**src/rtl/rom_loader_pkg.sv**
```systemverilog
// rom_loader_pkg -- shared types and constants for the ROM download loader.
//   state_e      : loader sequencing states
//   SND_BASE_DEF : default byte address where the sound ROM region begins
//   DS_*         : byte-enable encodings driven on the SDRAM-style ports
package rom_loader_pkg;

  typedef enum logic [2:0] {
    ST_IDLE,
    ST_COLLECT,
    ST_ISSUE,
    ST_WAIT_ACK,
    ST_FLUSH,
    ST_HOLD,
    ST_DONE
  } state_e;

  localparam logic [23:0] SND_BASE_DEF = 24'h006000;

  localparam logic [1:0] DS_WORD = 2'b11;  // both bytes
  localparam logic [1:0] DS_LO   = 2'b01;  // low byte only
  localparam logic [1:0] DS_HI   = 2'b10;  // high byte only

endpackage

```
**src/rtl/rom_loader_if.sv**
```systemverilog
// rom_loader_if -- one toggle-handshake memory write port.
//   req : toggles once per issued access (master)
//   ack : follows req when the access completes (slave)
//   a   : word address, ds : byte enables, d : write data, we : write enable
interface rom_loader_if;
  logic        req;
  logic        ack;
  logic [22:0] a;
  logic [1:0]  ds;
  logic [15:0] d;
  logic        we;

  modport master (output req, a, ds, d, we, input  ack);
  modport slave  (input  req, a, ds, d, we, output ack);
endinterface

```
**src/rtl/rom_loader_port.sv**
```systemverilog
// rom_loader_port -- byte-to-word packer for one memory port.
//   in_*     : one captured byte routed to this port (valid, even, word addr, data)
//   flush_i  : download finished; push out a staged even byte once the buffer is empty
//   ack_i    : handshake acknowledge from memory
//   req_o/a_o/ds_o/d_o : toggle request and its held address/enables/data
//   issue_o  : a write is issued this cycle
//   busy_o   : request outstanding (req != ack)
//   idle_o   : nothing staged, buffered or outstanding
//   drop_o   : a byte was lost because the one-deep buffer was full
module rom_loader_port
  import rom_loader_pkg::*;
(
  input  logic        clk_sys,
  input  logic        reset,
  input  logic        in_vld_i,
  input  logic        in_even_i,
  input  logic [22:0] in_a_i,
  input  logic [7:0]  in_b_i,
  input  logic        flush_i,
  input  logic        ack_i,
  output logic        req_o,
  output logic [22:0] a_o,
  output logic [1:0]  ds_o,
  output logic [15:0] d_o,
  output logic        issue_o,
  output logic        busy_o,
  output logic        idle_o,
  output logic        drop_o
);

  logic        req_q, req_d;
  logic [22:0] a_q, a_d;
  logic [1:0]  ds_q, ds_d;
  logic [15:0] d_q, d_d;
  logic        stg_vld_q, stg_vld_d;
  logic [22:0] stg_a_q, stg_a_d;
  logic [7:0]  stg_b_q, stg_b_d;
  logic        buf_vld_q, buf_vld_d;
  logic        buf_even_q, buf_even_d;
  logic [22:0] buf_a_q, buf_a_d;
  logic [7:0]  buf_b_q, buf_b_d;

  logic        busy, c_vld, c_even, need_wr, take;
  logic [22:0] c_a;
  logic [7:0]  c_b;

  // After reset a stale ack != 0 simply reads as busy until it returns to 0.
  assign busy = req_q != ack_i;

  always_comb begin
    // Buffered byte is always older than the incoming one, so it goes first.
    c_vld   = buf_vld_q | in_vld_i;
    c_even  = buf_vld_q ? buf_even_q : in_even_i;
    c_a     = buf_vld_q ? buf_a_q    : in_a_i;
    c_b     = buf_vld_q ? buf_b_q    : in_b_i;
    // Only an even byte into an empty stage completes without a memory write.
    need_wr = !c_even || stg_vld_q;
    take    = c_vld && (!need_wr || !busy);

    req_d      = req_q;
    a_d        = a_q;
    ds_d       = ds_q;
    d_d        = d_q;
    stg_vld_d  = stg_vld_q;
    stg_a_d    = stg_a_q;
    stg_b_d    = stg_b_q;
    buf_vld_d  = buf_vld_q;
    buf_even_d = buf_even_q;
    buf_a_d    = buf_a_q;
    buf_b_d    = buf_b_q;
    issue_o    = 1'b0;
    drop_o     = 1'b0;

    if (take) begin
      if (!c_even) begin
        issue_o = 1'b1;
        a_d     = c_a;
        if (stg_vld_q && stg_a_q == c_a) begin
          ds_d      = DS_WORD;
          d_d       = {c_b, stg_b_q};
          stg_vld_d = 1'b0;
        end else begin
          // Unrelated staged byte (if any) stays staged.
          ds_d = DS_HI;
          d_d  = {c_b, c_b};
        end
      end else begin
        if (stg_vld_q) begin
          issue_o = 1'b1;
          a_d     = stg_a_q;
          ds_d    = DS_LO;
          d_d     = {stg_b_q, stg_b_q};
        end
        stg_vld_d = 1'b1;
        stg_a_d   = c_a;
        stg_b_d   = c_b;
      end
    end else if (!c_vld && flush_i && stg_vld_q && !busy) begin
      issue_o   = 1'b1;
      a_d       = stg_a_q;
      ds_d      = DS_LO;
      d_d       = {stg_b_q, stg_b_q};
      stg_vld_d = 1'b0;
    end

    if (issue_o) req_d = ~req_q;

    if (buf_vld_q && take) buf_vld_d = 1'b0;
    if (in_vld_i) begin
      if (buf_vld_q && !take) begin
        drop_o = 1'b1;
      end else if (buf_vld_q || !take) begin
        // Either the buffer drains this cycle or the new byte cannot go yet.
        buf_vld_d  = 1'b1;
        buf_even_d = in_even_i;
        buf_a_d    = in_a_i;
        buf_b_d    = in_b_i;
      end
    end
  end

  always_ff @(posedge clk_sys or posedge reset) begin
    if (reset) begin
      req_q      <= 1'b0;
      a_q        <= '0;
      ds_q       <= '0;
      d_q        <= '0;
      stg_vld_q  <= 1'b0;
      stg_a_q    <= '0;
      stg_b_q    <= '0;
      buf_vld_q  <= 1'b0;
      buf_even_q <= 1'b0;
      buf_a_q    <= '0;
      buf_b_q    <= '0;
    end else begin
      req_q      <= req_d;
      a_q        <= a_d;
      ds_q       <= ds_d;
      d_q        <= d_d;
      stg_vld_q  <= stg_vld_d;
      stg_a_q    <= stg_a_d;
      stg_b_q    <= stg_b_d;
      buf_vld_q  <= buf_vld_d;
      buf_even_q <= buf_even_d;
      buf_a_q    <= buf_a_d;
      buf_b_q    <= buf_b_d;
    end
  end

  assign req_o  = req_q;
  assign a_o    = a_q;
  assign ds_o   = ds_q;
  assign d_o    = d_q;
  assign busy_o = busy;
  assign idle_o = !buf_vld_q && !stg_vld_q && !busy;

endmodule

```
**src/rtl/rom_loader.sv**
```systemverilog
// rom_loader -- turns the ioctl byte download stream into 16-bit writes on two
// toggle-handshake ports (main ROM below SND_BASE, sound ROM above), then holds
// the core in reset for HOLD_CYCLES before flagging the ROM as loaded.
//   clk_sys, reset        : clock, async active-high reset
//   ioctl_downl/wr/addr/dout : download stream (byte per wr rising edge)
//   port1, port2          : write ports (main / sound)
//   user_reset            : external reset request
//   rom_loaded            : sticky, set once a download has completed
//   core_reset            : reset for the game core
//   overflow              : sticky, a byte was dropped
module rom_loader
  import rom_loader_pkg::*;
#(
  parameter logic [23:0] SND_BASE    = SND_BASE_DEF,
  parameter int unsigned HOLD_CYCLES = 16
) (
  input  logic              clk_sys,
  input  logic              reset,
  input  logic              ioctl_downl,
  input  logic              ioctl_wr,
  input  logic [24:0]       ioctl_addr,
  input  logic [7:0]        ioctl_dout,
  rom_loader_if.master      port1,
  rom_loader_if.master      port2,
  input  logic              user_reset,
  output logic              rom_loaded,
  output logic              core_reset,
  output logic              overflow
);

  localparam logic [15:0] HOLD_LAST = 16'(HOLD_CYCLES - 1);

  state_e      state_q, state_d;
  logic [15:0] hold_q, hold_d;
  logic        loaded_q, loaded_d;
  logic        wr_q, dl_q, ovf_q, core_rst_q, we_q;

  logic        cap, snd, dl_rise;
  logic [23:0] off;
  logic        p1_issue, p1_busy, p1_idle, p1_drop;
  logic        p2_issue, p2_busy, p2_idle, p2_drop;

  // Byte capture and routing; addresses with bit 24 set fall outside the map.
  assign cap     = ioctl_downl & ioctl_wr & ~wr_q & ~ioctl_addr[24];
  assign snd     = ioctl_addr[23:0] >= SND_BASE;
  assign off     = snd ? ioctl_addr[23:0] - SND_BASE : ioctl_addr[23:0];
  assign dl_rise = ioctl_downl & ~dl_q;

  rom_loader_port u_p1 (
    .clk_sys, .reset,
    .in_vld_i (cap & ~snd), .in_even_i(~off[0]), .in_a_i(off[23:1]), .in_b_i(ioctl_dout),
    .flush_i  (state_q == ST_FLUSH), .ack_i(port1.ack),
    .req_o    (port1.req), .a_o(port1.a), .ds_o(port1.ds), .d_o(port1.d),
    .issue_o  (p1_issue), .busy_o(p1_busy), .idle_o(p1_idle), .drop_o(p1_drop)
  );

  rom_loader_port u_p2 (
    .clk_sys, .reset,
    .in_vld_i (cap & snd), .in_even_i(~off[0]), .in_a_i(off[23:1]), .in_b_i(ioctl_dout),
    .flush_i  (state_q == ST_FLUSH), .ack_i(port2.ack),
    .req_o    (port2.req), .a_o(port2.a), .ds_o(port2.ds), .d_o(port2.d),
    .issue_o  (p2_issue), .busy_o(p2_busy), .idle_o(p2_idle), .drop_o(p2_drop)
  );

  // The FSM tracks overall progress; the ports run their own handshakes.
  always_comb begin
    state_d  = state_q;
    hold_d   = hold_q;
    loaded_d = loaded_q;
    unique case (state_q)
      ST_IDLE, ST_DONE: if (dl_rise) state_d = ST_COLLECT;
      ST_COLLECT, ST_ISSUE, ST_WAIT_ACK: begin
        if (!ioctl_downl)                            state_d = ST_FLUSH;
        else if (p1_issue || p2_issue)               state_d = ST_ISSUE;
        else if (state_q == ST_ISSUE)                state_d = ST_WAIT_ACK;
        else if (state_q == ST_WAIT_ACK && !p1_busy && !p2_busy)
                                                     state_d = ST_COLLECT;
      end
      ST_FLUSH: if (p1_idle && p2_idle) begin
        state_d = ST_HOLD;
        hold_d  = '0;
      end
      ST_HOLD: begin
        if (dl_rise) begin
          state_d = ST_COLLECT;
        end else if (hold_q == HOLD_LAST) begin
          state_d  = ST_DONE;
          loaded_d = 1'b1;
        end else begin
          hold_d = hold_q + 16'd1;
        end
      end
      default: state_d = ST_IDLE;
    endcase
  end

  always_ff @(posedge clk_sys or posedge reset) begin
    if (reset) begin
      state_q    <= ST_IDLE;
      hold_q     <= '0;
      loaded_q   <= 1'b0;
      wr_q       <= 1'b0;
      dl_q       <= 1'b0;
      ovf_q      <= 1'b0;
      core_rst_q <= 1'b1;
      we_q       <= 1'b0;
    end else begin
      state_q    <= state_d;
      hold_q     <= hold_d;
      loaded_q   <= loaded_d;
      wr_q       <= ioctl_wr;
      dl_q       <= ioctl_downl;
      ovf_q      <= ovf_q | p1_drop | p2_drop;
      core_rst_q <= user_reset | ~loaded_q | ~(state_q inside {ST_DONE, ST_IDLE});
      // Registered so write-enable is low while reset is held.
      we_q       <= ioctl_downl | (state_d inside {ST_ISSUE, ST_WAIT_ACK, ST_FLUSH});
    end
  end

  assign port1.we   = we_q;
  assign port2.we   = we_q;
  assign rom_loaded = loaded_q;
  assign core_reset = core_rst_q;
  assign overflow   = ovf_q;

endmodule

```
**src/flat_wrapper.sv**
```systemverilog
// flat-port wrapper written by rule: the top's interface ports become plain ports
module rom_loader_flat import rom_loader_pkg::*;
#(
  parameter logic [23:0] SND_BASE    = SND_BASE_DEF,
  parameter int unsigned HOLD_CYCLES = 16
)
  (clk_sys, reset, ioctl_downl, ioctl_wr, ioctl_addr, ioctl_dout, user_reset, rom_loaded, core_reset, overflow, port1_req, port1_a, port1_ds, port1_d, port1_we, port1_ack, port2_req, port2_a, port2_ds, port2_d, port2_we, port2_ack);
  rom_loader_if port1_i ();
  rom_loader_if port2_i ();
  input  logic clk_sys;
  input  logic reset;
  input  logic ioctl_downl;
  input  logic ioctl_wr;
  input  logic [24:0] ioctl_addr;
  input  logic [7:0] ioctl_dout;
  input  logic user_reset;
  output logic rom_loaded;
  output logic core_reset;
  output logic overflow;
  output wire logic [$bits(port1_i.req)-1:0] port1_req;
  output wire logic [$bits(port1_i.a)-1:0] port1_a;
  output wire logic [$bits(port1_i.ds)-1:0] port1_ds;
  output wire logic [$bits(port1_i.d)-1:0] port1_d;
  output wire logic [$bits(port1_i.we)-1:0] port1_we;
  input wire logic [$bits(port1_i.ack)-1:0] port1_ack;
  output wire logic [$bits(port2_i.req)-1:0] port2_req;
  output wire logic [$bits(port2_i.a)-1:0] port2_a;
  output wire logic [$bits(port2_i.ds)-1:0] port2_ds;
  output wire logic [$bits(port2_i.d)-1:0] port2_d;
  output wire logic [$bits(port2_i.we)-1:0] port2_we;
  input wire logic [$bits(port2_i.ack)-1:0] port2_ack;
  assign port1_req = port1_i.req;
  assign port1_a = port1_i.a;
  assign port1_ds = port1_i.ds;
  assign port1_d = port1_i.d;
  assign port1_we = port1_i.we;
  assign port1_i.ack = port1_ack;
  assign port2_req = port2_i.req;
  assign port2_a = port2_i.a;
  assign port2_ds = port2_i.ds;
  assign port2_d = port2_i.d;
  assign port2_we = port2_i.we;
  assign port2_i.ack = port2_ack;
  rom_loader #(.SND_BASE(SND_BASE), .HOLD_CYCLES(HOLD_CYCLES)) u_core (.clk_sys(clk_sys), .reset(reset), .ioctl_downl(ioctl_downl), .ioctl_wr(ioctl_wr), .ioctl_addr(ioctl_addr), .ioctl_dout(ioctl_dout), .port1(port1_i), .port2(port2_i), .user_reset(user_reset), .rom_loaded(rom_loaded), .core_reset(core_reset), .overflow(overflow));
endmodule
```
**config.mk**
```make
export PLATFORM = sky130hd
export DESIGN_NAME = rom_loader_flat
export DESIGN_NICKNAME = d
export VERILOG_FILES = /design/src/rtl/rom_loader_pkg.sv /design/src/rtl/rom_loader_if.sv /design/src/rtl/rom_loader_port.sv /design/src/rtl/rom_loader.sv /design/src/flat_wrapper.sv
export SDC_FILE = /design/constraint.sdc
export NUM_CORES = 1
export LEC_CHECK = 0
export CORE_MARGIN = 2
export CORE_UTILIZATION = 39
export DETAILED_ROUTE_END_ITERATION = 16
export GPL_ROUTABILITY_DRIVEN = 0
export PLACE_DENSITY = 0.7
export SYNTH_ARGS = -nofsm -noshare
export SYNTH_HDL_FRONTEND = slang
export SYNTH_HIERARCHICAL = 1
export SYNTH_SLANG_ARGS = --single-unit
export TNS_END_PERCENT = 100
```
**constraint.sdc**
```tcl
create_clock -name clk_sys -period 4.1 [get_ports clk_sys]
set_input_delay 0.615 -clock clk_sys [delete_from_list [all_inputs] [get_ports clk_sys]]
set_output_delay 0.615 -clock clk_sys [all_outputs]
set_load 0.03 [all_outputs]
```
-- Word-level counts from Yosys, hierarchy flattened
Cells that the tools add are included.
- equal/unequal tests: 21
- add/sub/neg operators: 2
- bitwise logic cells: 25
- $lt $le $gt $ge: 1
- multiplexer cells: 76
- reductions and logical operators: 60
- operator list (cell ; number):
    two-way mux 23 bit ; 10
    two-way mux 16 bit ; 11
    == test 23 bit ; 2
    two-way mux 1 bit ; 32
    two-way mux 8 bit ; 4
    case mux 16 bit (2 select lines) ; 1
    >= comparator 24 x 15 -> 1 bit, second input constant ; 1
    two-way mux 24 bit ; 1
    two-way mux 3 bit ; 8
    subtractor 24 x 15 -> 24 bit, second input constant ; 1
    logical AND 1 bit ; 21
    adder 16 x 1 -> 16 bit, second input constant ; 1
    == test 16 x 4 -> 1 bit, second input constant ; 1
    two-way mux 2 bit ; 8
    logical NOT 1 bit ; 14
    == test 3 x 2 -> 1 bit, second input constant ; 4
    == test 3 bit, second input constant ; 4
    NOT 1 bit ; 12
    case mux 3 bit (4 select lines) ; 1
    AND reduction 2 bit ; 6
    AND reduction 3 bit ; 3
    nonzero test 2 bit ; 4
    logical OR 1 bit ; 7
    OR 1 bit ; 7
    12 further kinds ; 21
- input bits: 40
- register bits after elaboration: 239
- logic and storage cells: 215
- output and inout port bits: 89

-- Longest topological paths before layout
- depth after elaboration: 18
- gate-level depth with buffers: 16
- mapped depth without buffers: 13

-- Cells and area by module
Netlist, hierarchy kept.
- by module, submodules not included (module ; area an instance (um^2) ; seq. area each (um^2) ; times used ; cells an instance):
    rom_loader_port ; 5122.4 ; 2677.6 ; 2 ; 493
    rom_loader ; 1652.8 ; 626.9 ; 1 ; 185

-- Worst setup path after synthesis
No wires, ideal clock.
- kind: input-to-reg
- start point: in ioctl_addr[16]
- end point: reg u_core.state_q[0]
- arrival time: 4.099 ns
- library setup time: 0.127 ns
- stages on the path: 15
- required time: 3.973 ns
- slack: -0.126 ns
- path buffers: 3
- path through: or4_4 > nor4_4 > nand2_2 > nor2_1 > clkbuf_1 > o21ai_0 > and3_1 > a311o_1 > clkbuf_1 > inv_2 > buf_2 > or3_1 > a21oi_1 > or4_1 > or2_2
- word-level cells in the longest chain between the ends: 14
- elaborated cells on any way between the ends: 38
- classes of those cells: 1 x order compare; 12 x mux; 6 x bitwise; 19 x reduce/logical
- ends and longest elaborated chain (what ; RTL line ; RTL):
    start: declaration ; flat_wrapper.sv:14 ; input logic [24:0] ioctl_addr;
    >= comparator 24 x 15 -> 1 bit * ; rom_loader.sv:45 ; assign snd = ioctl_addr[23:0] >= SND_BASE;
    NOT 1 bit or two-way mux 24 bit (tied branches) ; rom_loader.sv:51, rom_loader.sv:46 ;
    AND 1 bit or NOT 1 bit (tied branches) ; rom_loader.sv:51 ; .in_vld_i (cap & ~snd), .in_even_i(~off[0]), .in_a_i(off[23:1]), .in_b_i(ioctl_dout),
    OR 1 bit or two-way mux 1 bit (tied branches) ; rom_loader_port.sv:52, rom_loader_port.sv:53 ;
    logical NOT 1 bit, on equally long branches ; n/a ;
    logical AND 1 bit or logical OR 1 bit (tied branches) ; rom_loader_port.sv:98, rom_loader_port.sv:57 ;
    logical AND 1 bit or logical NOT 1 bit (tied branches) ; rom_loader_port.sv:98, rom_loader_port.sv:58 ;
    logical AND 1 bit or logical OR 1 bit (tied branches) ; rom_loader_port.sv:98, rom_loader_port.sv:58 ;
    two-way mux 1 bit or logical AND 1 bit (tied branches) ; rom_loader_port.sv:98, rom_loader_port.sv:58 ;
    two-way mux 1 bit * ; rom_loader_port.sv:74 ; if (take) begin
    via u_core.p1_issue ; rom_loader.sv:40 ; logic p1_issue, p1_busy, p1_idle, p1_drop;
    logical OR 1 bit * ; rom_loader.sv:74 ; else if (p1_issue || p2_issue) state_d = ST_ISSUE;
    two-way mux 3 bit * ; rom_loader.sv:74 ;
    two-way mux 3 bit * ; rom_loader.sv:73 ; if (!ioctl_downl) state_d = ST_FLUSH;
    case mux 3 bit (4 select lines) * ; rom_loader.sv:70 ; unique case (state_q)
    via u_core.state_d[0] ; rom_loader.sv:33 ; state_e state_q, state_d;
    end signal: assignment ; rom_loader.sv:108 ; state_q <= state_d;
    end: declaration ; rom_loader.sv:33 ;
Mark *: on every way through the listed nets, which the timed path passes. The rest lies on a longest branch.
A chain may end at the register's enable or synchronous reset.

-- Worst setup path in the final report
- start point: in ioctl_addr[13]
- end point: reg u_core.u_p1.d_q[7] (netlist: u_core/u_p1/d_o[7])
- elaborated cells on any way between the ends: 26
- classes of those cells: 1 x add/sub; 1 x order compare; 2 x eq/ne; 6 x mux; 4 x bitwise; 12 x reduce/logical
- RTL lines (what ; RTL line ; RTL):
    subtractor 24 x 15 -> 24 bit or >= comparator 24 x 15 -> 1 bit (tied branches) ; rom_loader.sv:46, rom_loader.sv:45 ;
    two-way mux 24 bit * ; rom_loader.sv:46 ; assign off = snd ? ioctl_addr[23:0] - SND_BASE : ioctl_addr[23:0];
    via u_core.off[20] ; rom_loader.sv:39 ; logic [23:0] off;
    two-way mux 23 bit * ; rom_loader_port.sv:54 ; c_a = buf_vld_q ? buf_a_q : in_a_i;
    == test 23 bit * ; rom_loader_port.sv:78 ; if (stg_vld_q && stg_a_q == c_a) begin
    logical AND 1 bit * ; rom_loader_port.sv:78 ;
    two-way mux 8 bit * ; rom_loader_port.sv:78 ;
    two-way mux 16 bit * ; rom_loader_port.sv:75 ; if (!c_even) begin
    two-way mux 16 bit * ; rom_loader_port.sv:74 ;
    end signal: assignment ; rom_loader_port.sv:127 ; d_q <= '0;
    end signal: assignment ; rom_loader_port.sv:139 ; d_q <= d_d;
    end: declaration ; rom_loader_port.sv:34 ; logic [15:0] d_q, d_d;
Marks and branches as above.

==> impl_table.tex <==
\begin{tabular}{lr}
\hline
Metric & Value \\
\hline
\multicolumn{2}{l}{\textbf{Critical path}} \\
CP Cell Sequence & clkdlybuf4s50\_1 > ha\_1 > nor4b\_1 > nand4\_1 > buf\_4 > a2111oi\_0 > xor2\_1 > mux2i\_2 > xnor2\_1 > nor4\_2 > nand4\_2 > or2\_1 > o311ai\_1 \\
Timing startpoint of the critical path & ioctl\_addr[13] \\
Reg-to-reg critical path startpoint & u\_core/u\_p1/buf\_vld\_q\$\_DFF\_PP0\_ \\
Cell family contributing the most delay on the critical path & simple AND/OR/NAND/NOR gates \\
Classification of the worst setup path & input port to flop \\
Critical-path top delay cell & sky130\_fd\_sc\_hd\_\_a2111oi\_0 \\
Critical path required time & 4.52 ns \\
Crit-path max FO & 9 \\
Arrival time of data at the critical path endpoint & 4.12 ns \\
Buffers and inverters on the worst path & 2 \\
Element type at the critical path end & flop \\
Critical Path Start Type & input port \\
Critical path's largest stage delay & roughly 0.49 ns \\
\multicolumn{2}{l}{\textbf{Drt}} \\
DRC & 0 \\
Initial DRT Pass Iterations & 6 \\
Post-route antenna net violation count & 0 \\
Violation count after the first detailed-route iteration & $\sim$660 \\
Number of vias after detailed routing & 9101 \\
Final wirelength & 28700 µm \\
Post-DR vias/cell & 5.19 \\
Detailed-route wire length per cell & between 15 and 20 µm \\
\multicolumn{2}{l}{\textbf{Finish}} \\
Final design instance area without fill & between 15000 and 20000 µm² \\
Number of filler cells placed in the layout & between 2000 and 3000 \\
Area growth syn-to-layout & 26.1\% \\
Post-layout instance count excluding filler cells & 1752 \\
Antenna Diode Count & 0 \\
Most common library cell in the layout ignoring fill and taps & sky130\_fd\_sc\_hd\_\_dfrtp\_1 \\
Most frequent cells in the layout & sky130\_fd\_sc\_hd\_\_dfrtp\_1 (236), sky130\_fd\_sc\_hd\_\_nor2\_1 (151), sky130\_fd\_sc\_hd\_\_clkdlybuf4s50\_1 (128) \\
Fraction of final layout cells sized beyond drive strength 1 & 0.179 \\
NumNets Final & $\sim$1400 \\
\multicolumn{2}{l}{\textbf{Yosys}} \\
Fraction of the yosys area taken by sequential cells & 0.503 \\
Share of flip-flops with an asynchronous set or reset after synthesis & 1.00 \\
Synthesis warning total & 6 \\
Main flop type after synthesis & sky130\_fd\_sc\_hd\_\_dfrtp\_1 \\
Synthesis-stage register bit count & 239 \\
Number of enable flip-flop cells after synthesis & 0 \\
Cells after Synth & 1171 \\
Post-synth net total & between 1000 and 1500 \\
Distinct cells, synth & 61 \\
Per-instance average area after synthesis & 10.2 µm² \\
Synthesized cell area & 11900 µm² \\
\multicolumn{2}{l}{\textbf{STA}} \\
Time the final worst path needs with I/O delays and setup & approximately 3.7 ns \\
Slew of the pin with the lowest slew margin & between 0.9 and 1 ns \\
RSZ-0062 raised after global routing & no \\
Total of endpoints with negative setup slack in the final report & 0 \\
Endpoints failing hold & 0 \\
Peak Freq & 270 MHz \\
Final clock skew & 0.0106 ns \\
Final Max Slew Viols & 0 \\
Hold Worst Slack & between 0.4 and 0.5 ns \\
Slack of the critical path & 0.400 ns \\
Worst slew margin & 0.361 \\
Period utilisation layout & 0.903 \\
\multicolumn{2}{l}{\textbf{Clock network}} \\
Source-to-sink clock delay at the later pin of the worst-skew pair & between 0.5 and 0.6 ns \\
Sink Count & 239 \\
Maximum buffer depth of the clock tree & 3 \\
CTS tree & done \\
Clock Root Buffer & sky130\_fd\_sc\_hd\_\_clkbuf\_16 \\
Total CTS buffers & 27 \\
Number of H-tree branching levels & 1 \\
Number of hold buffers added after CTS & 0 \\
Post-CTS resize count & 0 \\
Number of buffers inserted by post-CTS setup repair & 0 \\
Clock-pin slew on the worst setup and hold paths & 0.06 ns \\
\multicolumn{2}{l}{\textbf{Placement}} \\
Placed Instances & around 1700 \\
Instance area at placement & 14100 µm² \\
Minimum setup slack after placement & -0.149 ns \\
\# port buffers & 128 \\
HPWL Detailed & 20700 µm \\
\multicolumn{2}{l}{\textbf{Global route}} \\
Antenna violations before repair & 0 \\
Number of global-route vias before repair & approximately 8900 \\
Total global-route track usage & 0.181 \\
Maximum number of pins on one net before global-route repair & 66 \\
Gr ovfl total & 0 \\
Wire length of the first global-routing pass & between 40000 and 50000 µm \\
\multicolumn{2}{l}{\textbf{Floorplan}} \\
Starting Density & 0.398 \\
Horizontal extent of the die & 179 µm \\
Die Outline Area & 31900 µm² \\
Area of the core region & 29900 µm² \\
Die height & 179 µm \\
Count of boundary I/O pins & 129 \\
Standard-cell rows & between 60 and 70 \\
\multicolumn{2}{l}{\textbf{Power}} \\
Largest voltage drop on the vdd net & 0.000382 V \\
Power density over the cells & 655 nW/µm² \\
LEAKAGE & approximately 6.5 nW \\
\multicolumn{2}{l}{\textbf{Worst hold path}} \\
Worst Min Path Start & u\_core/rom\_loaded\$\_DFFE\_PP0P\_ \\
Type of the tightest min-delay check & flop to flop \\
\multicolumn{2}{l}{\textbf{Run}} \\
Max-cap violation count & 0 \\
\multicolumn{2}{l}{\textbf{Status}} \\
Outcome & completed \\
\hline
\end{tabular}
## routing by layer
layer	global-route usage	wire [µm]
met2	0.317	14500
met4	0.0403	478
met3	0.0284	1350
met5	0	0
met1	0.236	12300
## per-stage QoR
| step | utilization | power, W | setup TNS [ns] |
|---|---|---|---|
| global placement | 0.471 | 0.00728 | -0.524 |
| global route | 0.502 | 0.0104 | 0 |
| floorplan | - | 0.00603 | 0 |
| detailed placement | 0.471 | 0.00739 | -1.78 |
| CTS | 0.502 | 0.00994 | 0 |
| finish | 0.502 | 0.00982 | 0 |
## final timing paths
| path | end | slack, ns | cells past startpoint |
|---|---|---|---|
| max | u_core/u_p1/d_o[7]$_DFFE_PP0P_ | 0.40 | 13 |
| min | u_core/core_reset$_DFF_PP1_ | 0.46 | 1 |
| max reg2reg | u_core/u_p1/d_o[7]$_DFFE_PP0P_ | 1.16 | 6 |
| min reg2reg | u_core/core_reset$_DFF_PP1_ | 0.46 | 1 |
| max in group asynchronous | u_core/u_p1/stg_a_q[13]$_DFFE_PP0P_ | 2.54 | 3 |
| min in group asynchronous | u_core/u_p1/stg_b_q[6]$_DFFE_PP0P_ | 0.75 | 2 |
## logic make-up after synthesis
logic type | after synthesis | share of synthesized area
flops | 239 | 0.503
buf+inv | 104 | 0.0387
simple gates | 358 | 0.147
compound gates | 248 | 0.115
xor+xnor | 60 | 0.0442
mux | 154 | 0.143
fa+ha+maj | 8 | 0.00841
## flip-flops by register name (all words and copies together) (netlist names), 2 cells and up
register / flops
u_core/u_p1/a_o: 23
u_core/u_p2/stg_b_q: 8
u_core/u_p1/buf_a_q: 23
u_core/u_p2/a_o: 23
u_core/u_p2/ds_o: 2
u_core/u_p2/stg_a_q: 23
u_core/u_p1/buf_b_q: 8
u_core/u_p2/d_o: 16
u_core/u_p1/ds_o: 2
u_core/u_p1/stg_a_q: 23
u_core/u_p2/buf_a_q: 23
u_core/u_p2/buf_b_q: 8
u_core/u_p1/stg_b_q: 8
u_core/hold_q: 16
u_core/state_q: 3
u_core/u_p1/d_o: 16
## worst register-to-register path, delay by kind of cell, from the launching register on
family	cells	cell delay, ns
flip-flops	1	0.97
AND/OR/NAND/NOR	3	1.02
multiplexers	1	0.42
AO/OA/AOI/OAI	1	0.30
XOR/XNOR	1	0.13
## report_power, final
part	total, W	internal [W]	switching, W
combinational	0.00371	0.00164	0.00208
clock	0.00251	0.00158	0.000933
sequential	0.00360	0.00305	0.000550
total	0.00982	0.00627	0.00356
## synth_stat cells (all sizes together) (10+ instances only)
library cell	n	area, µm²
nand3	11	55.1
nor4	18	208
nor2	153	574
dfrtp	238	5960
mux2i	90	983
mux2	64	721
a21oi	118	591
clkbuf	44	165
or3	10	68.8
nand2	103	389
inv	40	150
o311ai	16	140
buf	20	145
xor2	12	105
xnor2	48	420
nand4	11	111
nor3	10	50.1
o21ai	95	475
## cell type report
| class | count | area, µm² | area share |
|---|---|---|---|
| Sequential cell | 239 | 5980 | 0.399 |
| Multi-Input combinational cell | 828 | 5470 | 0.365 |
| Timing Repair Buffer | 208 | 1970 | 0.131 |
| Clock buffer | 39 | 791 | 0.0527 |
| Tap cell | 390 | 488 | 0.0325 |
| Inverter | 40 | 155 | 0.0103 |
| Clock inverter | 8 | 143 | 0.00951 |
Note: power is estimated with default switching activity, not from simulation.
